--- src/rtl/uart_rx_if.sv ---
// Serial-receive bundle for uart_rx: the serial line in, the received word and status pulses out.
// The slave modport is the receiver's view; the master modport is the line driver/consumer view.
interface uart_rx_if #(
  parameter int ANCHO = 8
);
  logic             rx_i;
  logic [ANCHO-1:0] dato_o;
  logic             valido_o;
  logic             error_trama_o;
  logic             error_paridad_o;
  logic             ocupado_o;

  modport slave (
    input  rx_i,
    output dato_o, valido_o, error_trama_o, error_paridad_o, ocupado_o
  );

  modport master (
    output rx_i,
    input  dato_o, valido_o, error_trama_o, error_paridad_o, ocupado_o
  );
endinterface

--- src/rtl/uart_rx.sv ---
// UART receiver: 2-flop synchronized line, mid-bit sampling, stop-bit framing check.
// Define UART_RX_PARITY_EN to expect an even-parity bit between data and stop bits.
module uart_rx #(
  parameter int ANCHO          = 8,
  parameter int CICLOS_POR_BIT = 10416
) (
  input  logic       clk_i,
  input  logic       rst_i,
  uart_rx_if.slave   bus
);

  localparam int CW = $clog2(CICLOS_POR_BIT);
  localparam int IW = $clog2(ANCHO);
  localparam logic [CW-1:0] CNT_BIT   = CW'(CICLOS_POR_BIT - 1);
  // Edge detection already costs one cycle, so the half-bit wait ends one count early.
  localparam logic [CW-1:0] CNT_MEDIO = CW'(CICLOS_POR_BIT / 2 - 2);
  localparam logic [IW-1:0] IDX_ULT   = IW'(ANCHO - 1);

`ifdef UART_RX_PARITY_EN
  typedef enum logic [2:0] {REPOSO, INICIO, DATOS, PARIDAD, PARADA} estado_t;
`else
  typedef enum logic [2:0] {REPOSO, INICIO, DATOS, PARADA} estado_t;
`endif

  estado_t          estado_q, estado_d;
  logic             sync1_q, sync1_d;
  logic             rx_s_q, rx_s_d;
  logic             rx_prev_q, rx_prev_d;
  logic [CW-1:0]    cnt_q, cnt_d;
  logic [IW-1:0]    idx_q, idx_d;
  logic [ANCHO-1:0] sr_q, sr_d;
  logic [ANCHO-1:0] dato_q, dato_d;
  logic             valido_q, valido_d;
  logic             err_trama_q, err_trama_d;
`ifdef UART_RX_PARITY_EN
  logic             perr_q, perr_d;
  logic             err_par_q, err_par_d;
`endif

  always_comb begin
    sync1_d     = bus.rx_i;
    rx_s_d      = sync1_q;
    rx_prev_d   = rx_s_q;
    estado_d    = estado_q;
    cnt_d       = cnt_q + 1'b1;
    idx_d       = idx_q;
    sr_d        = sr_q;
    dato_d      = dato_q;
    valido_d    = 1'b0;
    err_trama_d = 1'b0;
`ifdef UART_RX_PARITY_EN
    perr_d      = perr_q;
    err_par_d   = 1'b0;
`endif
    case (estado_q)
      REPOSO: begin
        cnt_d = '0;
        idx_d = '0;
        if (rx_prev_q && !rx_s_q) estado_d = INICIO;
      end
      INICIO: begin
        if (cnt_q == CNT_MEDIO) begin
          cnt_d    = '0;
          estado_d = rx_s_q ? REPOSO : DATOS;
        end
      end
      DATOS: begin
        if (cnt_q == CNT_BIT) begin
          cnt_d = '0;
          sr_d  = {rx_s_q, sr_q[ANCHO-1:1]};
          idx_d = idx_q + 1'b1;
          if (idx_q == IDX_ULT) begin
            idx_d = '0;
`ifdef UART_RX_PARITY_EN
            estado_d = PARIDAD;
`else
            estado_d = PARADA;
`endif
          end
        end
      end
`ifdef UART_RX_PARITY_EN
      PARIDAD: begin
        if (cnt_q == CNT_BIT) begin
          cnt_d    = '0;
          perr_d   = (^sr_q) ^ rx_s_q;
          estado_d = PARADA;
        end
      end
`endif
      PARADA: begin
        if (cnt_q == CNT_BIT) begin
          cnt_d    = '0;
          estado_d = REPOSO;
          if (rx_s_q) begin
            dato_d   = sr_q;
            valido_d = 1'b1;
          end else begin
            err_trama_d = 1'b1;
          end
`ifdef UART_RX_PARITY_EN
          err_par_d = perr_q;
          perr_d    = 1'b0;
`endif
        end
      end
      default: estado_d = REPOSO;
    endcase
  end

  always_ff @(posedge clk_i or posedge rst_i) begin
    if (rst_i) begin
      estado_q    <= REPOSO;
      sync1_q     <= 1'b1;
      rx_s_q      <= 1'b1;
      rx_prev_q   <= 1'b1;
      cnt_q       <= '0;
      idx_q       <= '0;
      sr_q        <= '0;
      dato_q      <= '0;
      valido_q    <= 1'b0;
      err_trama_q <= 1'b0;
`ifdef UART_RX_PARITY_EN
      perr_q      <= 1'b0;
      err_par_q   <= 1'b0;
`endif
    end else begin
      estado_q    <= estado_d;
      sync1_q     <= sync1_d;
      rx_s_q      <= rx_s_d;
      rx_prev_q   <= rx_prev_d;
      cnt_q       <= cnt_d;
      idx_q       <= idx_d;
      sr_q        <= sr_d;
      dato_q      <= dato_d;
      valido_q    <= valido_d;
      err_trama_q <= err_trama_d;
`ifdef UART_RX_PARITY_EN
      perr_q      <= perr_d;
      err_par_q   <= err_par_d;
`endif
    end
  end

  assign bus.dato_o        = dato_q;
  assign bus.valido_o      = valido_q;
  assign bus.error_trama_o = err_trama_q;
  assign bus.ocupado_o     = (estado_q != REPOSO);
`ifdef UART_RX_PARITY_EN
  assign bus.error_paridad_o = err_par_q;
`else
  assign bus.error_paridad_o = 1'b0;
`endif

endmodule

--- src/flat_wrapper.sv ---
// flat-port wrapper written by rule: the top's interface ports become plain ports
module uart_rx_flat 
#(
  parameter int ANCHO          = 8,
  parameter int CICLOS_POR_BIT = 10416
)
  (clk_i, rst_i, bus_rx_i, bus_dato_o, bus_valido_o, bus_error_trama_o, bus_error_paridad_o, bus_ocupado_o);
  uart_rx_if #(.ANCHO(ANCHO)) bus_i ();
  input  logic clk_i;
  input  logic rst_i;
  input wire logic [$bits(bus_i.rx_i)-1:0] bus_rx_i;
  output wire logic [$bits(bus_i.dato_o)-1:0] bus_dato_o;
  output wire logic [$bits(bus_i.valido_o)-1:0] bus_valido_o;
  output wire logic [$bits(bus_i.error_trama_o)-1:0] bus_error_trama_o;
  output wire logic [$bits(bus_i.error_paridad_o)-1:0] bus_error_paridad_o;
  output wire logic [$bits(bus_i.ocupado_o)-1:0] bus_ocupado_o;
  assign bus_i.rx_i = bus_rx_i;
  assign bus_dato_o = bus_i.dato_o;
  assign bus_valido_o = bus_i.valido_o;
  assign bus_error_trama_o = bus_i.error_trama_o;
  assign bus_error_paridad_o = bus_i.error_paridad_o;
  assign bus_ocupado_o = bus_i.ocupado_o;
  uart_rx #(.ANCHO(ANCHO), .CICLOS_POR_BIT(CICLOS_POR_BIT)) u_core (.clk_i(clk_i), .rst_i(rst_i), .bus(bus_i));
endmodule
--- config.mk ---
export PLATFORM = sky130hd
export DESIGN_NAME = uart_rx_flat
export DESIGN_NICKNAME = d
export VERILOG_FILES = /design/src/rtl/uart_rx_if.sv /design/src/rtl/uart_rx.sv /design/src/flat_wrapper.sv
export SDC_FILE = /design/constraint.sdc
export NUM_CORES = 1
export LEC_CHECK = 0
export ABC_AREA = 1
export BUFFER_PORTS_ARGS = -buffer_cell sky130_fd_sc_hd__buf_4
export CORE_UTILIZATION = 40
export CTS_BUF_LIST = sky130_fd_sc_hd__clkbuf_4 sky130_fd_sc_hd__clkbuf_8 sky130_fd_sc_hd__clkbuf_16
export DETAILED_ROUTE_END_ITERATION = 12
export PLACE_DENSITY_LB_ADDON = 0.05
export SYNTH_ARGS = -nofsm -noshare
export SYNTH_HDL_FRONTEND = slang
export SYNTH_SLANG_ARGS = --single-unit
--- constraint.sdc ---
create_clock -name clk_i -period 1.85 [get_ports clk_i]
set_clock_uncertainty 0.1 [all_clocks]
set_input_delay 0 -clock clk_i [delete_from_list [all_inputs] [get_ports clk_i]]
set_output_delay 0 -clock clk_i [all_outputs]
set_load 0.01 [all_outputs]
# Word level (Yosys, flattened, before mapping)
# Index checks and enable logic that the tools add are counted.
# totals
ff_bits	41
latch_bits	0
ram_bits	0
rom_bits	0
input_bits	3
output_inout_bits	12
wordCells	52
memories	0
# classes
n_addsub	2
multipliers	0
div	0
n_lt_le_gt_ge	0
eq_ne	11
shift	0
muxes	19
n_bitwise	0
n_reduce_logical	10
# op_table
operator	count
$pmux 14 s3	1
$mux 14	2
$mux 3	7
$add 14x1->14 const B	1
$eq 14x13->1 const B	1
$eq 14x14->1 const B	1
$pmux 3 s4	1
$ne 2x1->1 const B	5
$eq 3x2->1 const B	2
$mux 1	6
$pmux 3 s2	1
$reduce_and 5->1	1
$reduce_and 2->1	2
$add 3x1->3 const B	1
$eq 3x1->1 const B	1
$eq 3x3->1 const B	1
$logic_not 3->1	1
$reduce_and 3->1	1
$reduce_bool 3->1	1
$mux 2	1
$reduce_bool 2->1	1
$reduce_or 2->1	1
$logic_and 1x1->1	1
$logic_not 1->1	1

# Logic depth before layout (Yosys ltp)
# depth
depth_word	4
mapped_depth	10

# Least setup slack after synthesis
# OpenSTA, ideal clock, no wires.
# synth_timing
path_kind	register to register
from	register u_core.cnt_q[0]
to	register u_core.dato_q[6] (netlist: u_core.bus.dato_o[6])
setup_time_ns	0.117
arrival_ns	1.367
required_ns	1.633
setup_slack_ns	0.266
stages_incl_launch_ff	10
n_path_buf	1
cell_sequence	dfrtp_1 ha_1 nand3_2 nor2_2 nand2_4 nor2_4 nand2_4 buf_6 nand2_2 o21ai_2
# synth_between
elab_chain_len	2
# synth_lines
item	line	rtl
from (decl)	uart_rx.sv:29	logic [CW-1:0] cnt_q, cnt_d;
from (signal assigned)	uart_rx.sv:132	cnt_q <= cnt_d;
$eq 14x14->1	uart_rx.sv:92	if (cnt_q == CNT_BIT) begin
$reduce_and 3->1 (no source line)	--	
to (signal assigned)	uart_rx.sv:135	dato_q <= dato_d;
to (decl)	uart_rx.sv:32	logic [ANCHO-1:0] dato_q, dato_d;
# Every way passes these cells.
# A chain may end at the register's enable or synchronous reset.

# Worst setup path in the final report
# layout_timing
from	register u_core.cnt_q[1]
to	register u_core.cnt_q[2]
# layout_between
elab_chain_len	3
word_cells_on_any_way	6
# layout_lines
item	line	rtl
$add 14x1->14, or another cell as far along	uart_rx.sv:45	cnt_d = cnt_q + 1'b1;
$mux 14, on equally long branches	uart_rx.sv:68, uart_rx.sv:92, uart_rx.sv:62	
$pmux 14 s3 (*)	uart_rx.sv:55	case (estado_q)
named net u_core.cnt_d[2]	uart_rx.sv:29	
# The timed path passes the listed nets; every way through them passes the cells marked *.

==> run summary <==
Syn Area/Cell = 8.54 sq um
fin. max-slew vios = 0
layout cells sized above 1 = 0.191
Setup TNS = 0 ps
post-DR vias/cell = 4.47
status = finished clean
Net Count, Synth = 239
max-cap viol count = 0
DRT Pass-1 Iters = 4
Core ar. = 0.00475 sq mm
IR drop worst, VDD = 0.000481 V
post-synthesis register bit count = 40
Compound-Gate Fraction of Synth Area = 0.0694
r2r startpoint = u_core.cnt_q[1]$_DFF_PP0_
PnR Total Power = 2.13 mW
CTS buffer count = 5
Pwr Density = 918 mW/mm^2
total grt overflow = 0
CP Capture Type = register
Post-Synth Simple-Gate Area = 0.283
largest family of logic cells by synthesized area = simple AND/OR/NAND/NOR gates
worst min-delay path category = in2reg
fin nets = 263
initial core utilization = 0.417
post-synthesis mux area share = 0
Pleak = 1.11 nW
Final HPWL DP = 2630 um
WL final = 3640 um
CP startpoint = u_core.cnt_q[1]$_DFF_PP0_
Final Setup Violations = 0
first-pass GRT wire length = 6350 um
Total GRT Usage = 0.161
Layout Utilization = 0.488
Min Clock Period, post-route = 1700 ps
Cells after Synth = 232
Die Height = 72.4 um
post-synthesis xor/xnor area fraction = 0.0354
CTS tree = yes
hold path startpoint = bus_rx_i
# IOs = 15
Clock Pin Slew Worst Setup and Hold Paths = 90 ps
fraction of the cycle the final worst path needs = 0.919
Hold Fails Final Rpt = 0
placed inst area = 0.00215 sq mm
EDFF count, synth = 0
Yosys cell types = 26
RSZ-0062 raised after global routing = no
Placer Congestion = 0.821
IO buf count = 13
Clock Tree Buf Depth = 2
worst setup path class = reg2reg
crit-path max FO = 6
antenna fix cells = 0
largest net degree at the start of global routing = 41
Detailed Route Iter0 Violations = 43
Layout Area Growth over Synthesis = 17.0%
Critical Path RT = 1930 ps
num rows = 25
startpoint types = register
Ys Warns = 0
Num Clock Sinks = 40
ys flop type = dfrtp_1
die span in x = 72.4 um
Synth Area in Adders = 0.0253
DRC Markers = 0
FFs w/ async S/R, synth = 1.00
initial antenna violation count = 0
Data arrival, critical path = 1780 ps
die area = 0.00524 sq mm
root buffer cell = clkbuf_8
antenna-violating nets left = 0
fraction of the yosys area taken by sequential cells = 0.507
Clock Latency Late Sink = 290 ps
total number of vias = 1449
per-cell routed wire length = 11.2 um
f_max = 0.588 GHz
H-tree levels = 2
Mapped Area = 0.00198 sq mm
vias in the first global route = 1372
Final Cell Area = 0.00232 sq mm
[final timing paths]
| check | slack, ps | depth (start not counted) | to |
|---|---|---|---|
| hold / removal | 250 | 2 | u_core.rx_s_d$_DFF_PP1_ |
| max in group asynchronous | 1000 | 4 | u_core.rx_prev_q$_DFF_PP1_ |
| hold reg to reg | 260 | 0 | u_core.rx_prev_d$_DFF_PP1_ |
| setup reg to reg | 150 | 9 | u_core.cnt_q[2]$_DFF_PP0_ |
| min in group asynchronous | 280 | 4 | u_core.bus.valido_o$_DFF_PP0_ |
| setup / recovery | 150 | 9 | u_core.cnt_q[2]$_DFF_PP0_ |
[metal layers]
| metal | vias up | GRT usage | part of all wire |
|---|---|---|---|
| li1 | 771 | - | - |
| met1 | 653 | 0.211 | 0.49 |
| met2 | 20 | 0.252 | 0.46 |
| met3 | 5 | 0.0431 | 0.032 |
| met4 | 0 | 0.0697 | 0.015 |
| met5 | - | 0 | 0 |
[where the power goes]
part | internal (mW) | switching, mW
logic | 0.158 | 0.254
registers | 0.924 | 0.0622
clock network | 0.406 | 0.326
total | 1.49 | 0.642
[logic make-up after synthesis]
group           count (synthesis)
flops                          40
compound gates                 21
buf+inv                        34
fa+ha+maj                       4
xor+xnor                        8
other cells                     1
simple gates                  124
[synthesized netlist by cell type, types with 2 or more instances]
cell	n	area [sq um]
nand2_1	60	225
xor2_1	7	61.3
o21ai_0	12	60.1
inv_1	29	109
o21ai_2	8	70.1
nor2_4	2	22.5
dfstp_2	3	78.8
nand2_2	2	12.5
nand4_1	8	50.1
nand2_4	2	22.5
buf_6	3	33.8
nand3b_1	2	15.0
nor2_1	31	116
dfrtp_1	37	926
nor3_1	2	10.0
nor2_2	2	12.5
ha_1	4	50.1
nand3_1	10	50.1
[repair_timing]
action	CTS	global route
gates resized for setup	0	1
setup buffers	0	2
hold buffers	2	0
setup endpoints to repair	0	26
endpoints found under the hold margin	38	0
[flip-flops by register name, summed over array words and instances (netlist names)]
signal and flops:
u_core.bus.error_trama_o 1, u_core.sr_q 8, u_core.rx_s_d 1, u_core.cnt_q 14
u_core.rx_prev_q 1, u_core.idx_q 3, u_core.bus.dato_o 8, u_core.rx_prev_d 1
u_core.bus.valido_o 1, u_core.estado_q 2
[per-stage QoR]
step                      hold WS, ps  setup slack (ps)  cells
after global placement           9.64               158    312
after detailed placement         9.80               109    312
after global routing              254              1.15    324
after floorplan                 -95.5               266    232
final                             254               150    324
after CTS                         238               104    322
[final cells by class]
cell class,instances,area (sq um)
Fill cell,475,2430
Timing Repair Buffer,22,183
Inverter,29,109
Sequential cell,40,1000
Tap cell,67,83.8
Clock inverter,3,46.3
Multi-Input combinational cell,158,825
Clock buffer,5,68.8
[worst max-delay path: stages, from the launching register on]
cell	delay [ps]
dfrtp_1	400
ha_2	220
nand3_2	130
nor2_2	180
nand2_4	100
nand2_2	110
nand2_1	80
inv_1	70
buf_4	140
nor2_1	50
[layout by cell type, fill, tap and decap left out, types with 2 or more instances in the layout]
| cell type | instances |
|---|---|
| nand2_1 | 60 |
| xor2_1 | 7 |
| ha_1 | 3 |
| buf_4 | 19 |
| nand2_4 | 2 |
| clkbuf_8 | 5 |
| nand2_2 | 2 |
| nand3b_1 | 2 |
| nor2_4 | 2 |
| nor3_1 | 2 |
| dfrtp_1 | 37 |
| dlygate4sd3_1 | 2 |
| o21ai_0 | 12 |
| nand4_1 | 8 |
| o21ai_2 | 8 |
| inv_1 | 29 |
| nand3_1 | 10 |
| nor2_1 | 31 |
| nor2_2 | 2 |
| dfstp_2 | 3 |
(Power assumes the default switching activity.)
